[src/rtl/lane_vrf_write_arbiter.sv]
// rtl/lane_vrf_write_arbiter.sv - round-robin arbiter sharing one lane VRF write port
// Grants one requester per cycle into a small FIFO that drives the VRF write handshake.
module lane_vrf_write_arbiter #(
  parameter int REQ_NUM = 3,
  parameter int DEPTH   = 2
) (
  input  logic                  clock,
  input  logic                  rst_n,
  input  logic [REQ_NUM-1:0]    req_valid,
  output logic [REQ_NUM-1:0]    req_ready,
  input  logic [5*REQ_NUM-1:0]  req_vd,
  input  logic [REQ_NUM-1:0]    req_offset,
  input  logic [4*REQ_NUM-1:0]  req_mask,
  input  logic [32*REQ_NUM-1:0] req_data,
  input  logic [REQ_NUM-1:0]    req_last,
  input  logic [3*REQ_NUM-1:0]  req_instructionIndex,
  input  logic                  vrfWriteRequest_ready,
  output logic                  vrfWriteRequest_valid,
  output logic [4:0]            vrfWriteRequest_bits_vd,
  output logic                  vrfWriteRequest_bits_offset,
  output logic [3:0]            vrfWriteRequest_bits_mask,
  output logic [31:0]           vrfWriteRequest_bits_data,
  output logic                  vrfWriteRequest_bits_last,
  output logic [2:0]            vrfWriteRequest_bits_instructionIndex,
  output logic                  commit_valid,
  output logic [2:0]            commit_instructionIndex,
  output logic [7:0]            writePending
);

  localparam int PW  = $clog2(DEPTH);
  localparam int CW  = $clog2(DEPTH + 1);
  localparam int RRW = (REQ_NUM > 1) ? $clog2(REQ_NUM) : 1;
  localparam int EW  = 46;

  logic [RRW-1:0] r_rr;
  logic [PW-1:0]  r_wr;
  logic [PW-1:0]  r_rd;
  logic [CW-1:0]  r_count;
  logic [EW-1:0]  r_mem [DEPTH];

  logic           w_space;
  logic           w_hi_found;
  logic           w_lo_found;
  logic [RRW-1:0] w_hi_idx;
  logic [RRW-1:0] w_lo_idx;
  logic [RRW-1:0] w_gidx;
  logic [RRW-1:0] w_rr_next;
  logic           w_fire;
  logic           w_push;
  logic           w_pop;
  logic [EW-1:0]  w_entry;
  logic [EW-1:0]  w_head;
  logic [PW-1:0]  w_rel;
  logic [7:0]     w_pend;

  // Space is judged on registered count only, so a same-cycle pop never frees a slot.
  assign w_space = (r_count < CW'(DEPTH));

  // Descending scan leaves the lowest index at or above rrPtr (hi) and below it (lo).
  always_comb begin
    w_hi_found = 1'b0;
    w_lo_found = 1'b0;
    w_hi_idx   = '0;
    w_lo_idx   = '0;
    for (int i = REQ_NUM - 1; i >= 0; i--) begin
      if (req_valid[i] && (i >= int'(r_rr))) begin
        w_hi_found = 1'b1;
        w_hi_idx   = RRW'(i);
      end
      if (req_valid[i] && (i < int'(r_rr))) begin
        w_lo_found = 1'b1;
        w_lo_idx   = RRW'(i);
      end
    end
  end

  assign w_gidx    = w_hi_found ? w_hi_idx : w_lo_idx;
  assign w_fire    = rst_n & w_space & (w_hi_found | w_lo_found);
  assign w_rr_next = (w_gidx == RRW'(REQ_NUM - 1)) ? '0 : (w_gidx + RRW'(1));

  always_comb begin
    req_ready = '0;
    w_entry   = '0;
    for (int i = 0; i < REQ_NUM; i++) begin
      req_ready[i] = w_fire && (w_gidx == RRW'(i));
      if (w_gidx == RRW'(i)) begin
        w_entry = {req_vd[5*i +: 5], req_offset[i], req_mask[4*i +: 4],
                   req_data[32*i +: 32], req_last[i], req_instructionIndex[3*i +: 3]};
      end
    end
  end

  // Empty-mask, non-last writes carry nothing for the VRF and are swallowed at grant.
  assign w_push = w_fire & ((w_entry[39:36] != 4'd0) | w_entry[3]);
  assign w_head = r_mem[r_rd];
  assign w_pop  = (r_count != '0) & vrfWriteRequest_ready;

  always_ff @(posedge clock or negedge rst_n) begin
    if (!rst_n) begin
      r_rr    <= '0;
      r_wr    <= '0;
      r_rd    <= '0;
      r_count <= '0;
    end else begin
      if (w_fire) r_rr <= w_rr_next;
      if (w_push) r_wr <= r_wr + PW'(1);
      if (w_pop)  r_rd <= r_rd + PW'(1);
      case ({w_push, w_pop})
        2'b10:   r_count <= r_count + CW'(1);
        2'b01:   r_count <= r_count - CW'(1);
        default: r_count <= r_count;
      endcase
    end
  end

  always_ff @(posedge clock) begin
    if (w_push) r_mem[r_wr] <= w_entry;
  end

  always_comb begin
    w_pend = '0;
    w_rel  = '0;
    for (int d = 0; d < DEPTH; d++) begin
      w_rel = PW'(d) - r_rd;
      if (CW'(w_rel) < r_count) w_pend[r_mem[d][2:0]] = 1'b1;
    end
  end

  assign writePending                          = w_pend;
  assign vrfWriteRequest_valid                 = (r_count != '0);
  assign vrfWriteRequest_bits_vd               = w_head[45:41];
  assign vrfWriteRequest_bits_offset           = w_head[40];
  assign vrfWriteRequest_bits_mask             = w_head[39:36];
  assign vrfWriteRequest_bits_data             = w_head[35:4];
  assign vrfWriteRequest_bits_last             = w_head[3];
  assign vrfWriteRequest_bits_instructionIndex = w_head[2:0];
  assign commit_valid                          = w_pop & w_head[3];
  assign commit_instructionIndex               = w_head[2:0];

endmodule

[config.mk]
export PLATFORM = sky130hd
export DESIGN_NAME = lane_vrf_write_arbiter
export DESIGN_NICKNAME = d
export VERILOG_FILES = /design/src/rtl/lane_vrf_write_arbiter.sv
export SDC_FILE = /design/constraint.sdc
export NUM_CORES = 1
export LEC_CHECK = 0
export BUFFER_PORTS_ARGS = -buffer_cell sky130_fd_sc_hd__buf_4
export CELL_PAD_IN_SITES_DETAIL_PLACEMENT = 1
export CELL_PAD_IN_SITES_GLOBAL_PLACEMENT = 1
export CORE_MARGIN = 2
export CORE_UTILIZATION = 40
export CTS_CLUSTER_SIZE = 40
export DETAILED_ROUTE_END_ITERATION = 8
export PLACE_DENSITY = 0.86
export SLEW_MARGIN = 20
export SYNTH_ARGS = -nofsm -noshare
export SYNTH_HDL_FRONTEND = slang
export SYNTH_SLANG_ARGS = --single-unit
[constraint.sdc]
create_clock -name clock -period 9.5 [get_ports clock]
set_clock_uncertainty 0.15 [all_clocks]
set_input_delay 0.95 -clock clock [delete_from_list [all_inputs] [get_ports clock]]
set_output_delay 0.95 -clock clock [all_outputs]
set_load 0.05 [all_outputs]
# After elaboration in Yosys (flattened, before gate mapping)
# Memories as Yosys holds them, arrays and structs flattened.
# Cells that the tools add are included.
[word_totals]
wordCells = 78
out_inout_bits = 62
n_memories = 1
mem_bits_rw = 92
ff_bits = 6
[mem_list]
columns = ["name", "depth", "word_bits", "read_ports", "rd_ports_with_merged_regs", "write_ports", "line_no", "source"]
rows = [
  ["r_mem", 2, 46, 3, 0, 1, "39", "logic [EW-1:0] r_mem [DEPTH];"],
]
[op_classes]
muxes = 26
n_eq_ne = 4
bitwise = 8
addsub = 7
n_reduce_logical = 15
magnitude_cmp = 13
[ops]
columns = ["operator", "count"]
rows = [
  ["$mux 46", 3],
  ["$mux 2", 8],
  ["$mux 8", 2],
  ["$logic_and 1x1->1", 11],
  ["$mux 1", 10],
  ["$lt 3x4->1 const B", 2],
  ["$or 8x8->8", 1],
  ["$demux 1 s3", 2],
  ["$ge 3x1->1 const B", 2],
  ["$and 1x1->1", 5],
  ["$add 2x1->2 const B", 2],
  ["$eq 2x1->1 const B", 2],
  ["$eq 2x2->1 const B", 2],
  ["$ge 1x2->1 const A", 2],
  ["$lt 1x2->1", 2],
  ["$lt 1x2->1 const A", 2],
  ["$pmux 2 s2", 1],
  ["$reduce_bool 2->1", 2],
  ["$reduce_bool 4->1", 1],
  ["$add 1x1->1 const B", 2],
  ["$ge 2x2->1 const A", 1],
  ["$logic_not 2->1", 1],
  ["$lt 2x2->1 const A", 1],
  ["$lt 2x2->1 const B", 1],
  ["3 further kinds", 5],
]

# Logic depth before layout (Yosys ltp)
[depth]
ltp_word = 15
depth_mapped = 11
ltp_nobuf = 9

# Worst setup path after synthesis
# Ideal clock, no wire load.
[synth_timing]
path_type = "input -> register"
from = "input port req_valid[1]"
to = "memory r_mem[0][0] (enable)"
cell_stages = 7
n_path_buf = 1
t_required_ns = 8.900
t_arrival_ns = 4.164
setup_slack_ns = 4.736
setup_time_ns = 0.450
cell_sequence = "clkbuf_2 -> nor3b_2 -> o31ai_2 -> a22oi_1 -> nor2_1 -> o41ai_4 -> nor2_1"
[synth_via]
word_cells_on_any_way = 24
classes_between = "eq/ne: 2; mux: 14; bitwise: 4; reduce/logical: 4"
[synth_lines]
columns = ["element", "line_no", "source"]
rows = [
  ["from (decl)", "9", "input logic [REQ_NUM-1:0] req_valid,"],
  ["$logic_and 1x1->1 (on tied branches)", "70, 66", ""],
  ["$mux 2, or another cell as far along (2 in series)", "70", "if (req_valid[i] && (i < int'(r_rr))) begin"],
  ["$mux 2 (*)", "77", "assign w_gidx = w_hi_found ? w_hi_idx : w_lo_idx;"],
  ["$logic_not 2->1", "86", "if (w_gidx == RRW'(i)) begin"],
  ["$mux 46 (2 in series)", "86", ""],
  ["$mux 46 (*)", "86", ""],
  ["named net w_entry[3]", "51", "logic [EW-1:0] w_entry;"],
  ["$or 1x1->1 (*)", "94", "assign w_push = w_fire & ((w_entry[39:36] != 4'd0) | w_entry[3]);"],
  ["$and 1x1->1 (*)", "94", ""],
  ["$mux 1 (*)", "117", "if (w_push) r_mem[r_wr] <= w_entry;"],
  ["$mux 1 (not written as such) (*)", "117", ""],
  ["to (decl)", "39", ""],
]
# The timed path passes the listed nets; every way through them passes the cells marked *.

# Final worst setup path
[layout_timing]
from = "input port req_valid[2]"
to = "memory r_mem[0][0] (enable)"
[layout_via]
word_cells_on_any_way = 28
classes_between = "eq/ne: 2; mux: 18; bitwise: 4; reduce/logical: 4"
[layout_lines]
columns = ["element", "line_no", "source"]
rows = [
  ["$logic_and 1x1->1 (on tied branches)", "66, 70", ""],
  ["$mux 1, or another cell as far along (3 in series)", "66", "if (req_valid[i] && (i >= int'(r_rr))) begin"],
  ["$mux 2 (*)", "77", ""],
  ["$logic_not 2->1", "86", ""],
  ["$mux 46 (2 in series)", "86", ""],
  ["$mux 46 (*)", "86", ""],
  ["named net w_entry[3]", "51", ""],
  ["$or 1x1->1 (*)", "94", ""],
  ["$and 1x1->1 (*)", "94", ""],
  ["$mux 1 (*)", "117", ""],
  ["$mux 1 (not written as such) (*)", "117", ""],
]
# Marked as above.

==> run_results.csv <==
group,metric,value,unit
setup_path,critPathCaptureType,"register",
sta,relSlewSlack,38.77,%
cts,cts_tree,"yes",
synthesis,synthTopCellsByCount,"92 x edfxtp_1, 46 x mux2_2, 43 x nor2_1",
die,start_util,40.60,%
route,wl_met2,7241,µm
cts,holdBufCountCts,0,
synthesis,yosysSeqAreaShare,60.48,%
setup_path,arrival,4.01,ns
cts,cts_setup_buffers,0,
cts,cts.htree.levels,3,
die,rows,40,
global_route,grt-ovfl-total,0,
placed_design,placed_area,6456,µm²
placed_design,dpl.hpwl,9892,µm
synthesis,synth_seq_cells,98,
synthesis,synth_area_leaders,"edfxtp_1 57%, mux2_2 11%, mux2i_1 5.6%, nor2_1 3.4%, dfrtp_1 3.1%",
route,wl,13110,µm
synthesis,yosys.area.top_type,"edfxtp_1",
global_route,grt_pass1_wl,19640,µm
route,wl_per_cell,18.16,µm
synthesis,synthDistinctLibCells,43,
sta,fin_setup_tns,0,ns
cts,clk_path_buf_depth,2,
setup_path,crit_chain,"buf_4, a21oi_1, o211ai_4, buf_4, nor2_1, nor2_1, o41ai_4, nor2_4, buf_4",
setup_path,crit_path_frequent_cell,"buf_4",
global_route,grt_pass1_vias,3923,
route,vias_per_cell,5.125,
route,dr_wl_met3,658,µm
cts,cts_resized,0,
cts,clk-insertion-delay-late,0.33,ns
sta,grt_setup_unrepaired,"no",
synthesis,syn_nets,519,
setup_path,crit_path_start,"req_valid[2]",
synthesis,synth_top_area_share,57.37,%
setup_path,crit_path_end,"r_mem[0][0]",
hold_path,hp-class,"in -> async",
cells_and_area,drive_above_1_share,49.57,%
setup_path,cp_data_required_time,9.35,ns
die,io_pins,206,
cts,cts_made_buffers,9,
sta,fmax,0.2406,GHz
cells_and_area,layout.cells.non_filler,722,
sta,drv_slew,0,
setup_path,r2r-end,"r_mem[0][0]",
sta,worst_hold_slack,0.2698,ns
placed_design,gp_congestion,0.8116,
global_route,antenna_found_initial,0,
route,vias,3700,
power,powerDensity,304.8,nW/µm²
run,max_cap_violations,0,
sta,fin_crit_sh,43.75,%
placed_design,dp_cells,706,
setup_path,critical_path.max_stage_delay,0.69,ns
cells_and_area,nNetsFinal,715,
sta,hold_viol,0,
cells_and_area,utilization,57.08,%
synthesis,syn_inst,374,
setup_path,worst-setup-path-type,"in -> reg",
route,antenna_left,0,
cells_and_area,fin_area,6770,µm²
setup_path,cp_slowest_cell,"o211ai_4",
route,drt-pass1-iter-count,4,
status,status,"complete, no violations",
cts,cts_sinks,98,
route,drc_errors,0,
setup_path,r2r_start,"r_rr[1]",
setup_path,crit_path_start_kind,"input pin",
die,dieArea,12930,µm²
synthesis,synthArstFlopShare,6.122,%
synthesis,yosysMostFrequentCell,"edfxtp_1",
global_route,grt.total_usage,19.95,%
sta,setup_violations,0,
route,dr.first_iter.drc_count,109,
setup_path,ff2ff_setup_slack,5.57,ns
route,wl_met1,4909,µm
route,top_layer_used,"met4",
power,power_leakage,2.836,nW
die,die_h,113.7,µm
cells_and_area,area.growth.synth_to_final,40.58,%
die,fp.dieW,113.7,µm
placed_design,io_buffers,205,
synthesis,yosysWarnings,0,
global_route,grt_max_degree,56,
setup_path,ff2ff_path_depth,8,
sta,worst_pin_slew,0.9185,ns
synthesis,synth_area,4816,µm²
sta,post-route-min-period,4.156,ns
cts,path_clk_slew,0.07,ns
synthesis,syn_area_per_cell,12.88,µm²
die,core-area,11860,µm²
power,vdd_drop_max,0.1959,mV
cells_and_area,diodes,0,
synthesis,synth-edff-count,92,
setup_path,crit_fanout,24,
synthesis,synth-main-ff-cell,"edfxtp_1",
cts,root_buffer,"clkbuf_16",
report_power, final:
group	total [W]	internal, W	switching (W)
clock	0.000376	0.000230	0.000146
combinational	0.00100	0.000352	0.000651
sequential	0.000685	0.000606	0.0000787
total	0.00206	0.00119	0.000875
flip-flops by register name, summed over array words and instances, names as in the netlist:
signal / count
r_rd: 1
r_mem: 92
r_rr: 2
r_wr: 1
r_count: 2
metrics by stage:
step | setup slack, ns | total power, W
after floorplan | 4.736 | 0.001394
after global placement | 5.166 | 0.001663
after detailed placement | 4.951 | 0.001707
after CTS | 5.286 | 0.002084
after global routing | 5.076 | 0.002156
final | 5.344 | 0.002064
routing by layer:
metal | track usage, % | vias up
met5 | 0 | -
li1 | - | 1785
met1 | 22.42 | 1769
met2 | 37.49 | 122
met3 | 3.613 | 24
met4 | 7.642 | 0
cells in the final DEF (no fill, tap or decap), types with 9 or more instances in the layout:
| master | n |
|---|---|
| mux2i_1 | 27 |
| mux2_2 | 46 |
| nor2_1 | 41 |
| o21ai_0 | 28 |
| inv_1 | 10 |
| buf_4 | 209 |
| o22ai_1 | 23 |
| edfxtp_1 | 92 |
| nand2_1 | 32 |
| clkbuf_16 | 9 |
worst max-delay path: cells and delay by family:
family	cells	cell delay (ns)
buffers and inverters	3	1.09
AO/OA/AOI/OAI	3	0.99
AND/OR/NAND/NOR	3	0.94
worst min path at each step:
stage,startpoint,to,slack (ns),depth (start not counted)
final,rst_n,r_rr[0],0.27,1
after global routing,rst_n,r_rr[1],0.26,1
after CTS,rst_n,r_rr[1],0.26,1
after detailed placement,r_count[0],r_count[0],0.41,1
after global placement,r_wr,r_wr,0.38,1
after floorplan,r_wr,r_wr,0.32,1
final cells by class:
class | count | area (µm²)
fillers | 1243 | 5091
clock inverters | 5 | 78.83
well taps | 147 | 183.9
inverters | 10 | 37.54
flip-flops and latches | 98 | 2917
clock buffers | 11 | 232.7
multi-input cells | 242 | 1752
repair buffers | 209 | 1569
kinds of logic after synthesis:
family	after synthesis	synth area share, %
fa+ha+maj	1	0.2598
compound gates	72	10.24
xor+xnor	5	0.9093
simple gates	91	8.080
flops	98	60.48
buf+inv	34	3.663
mux	73	16.37
Note: power is estimated with default switching activity, not from simulation.
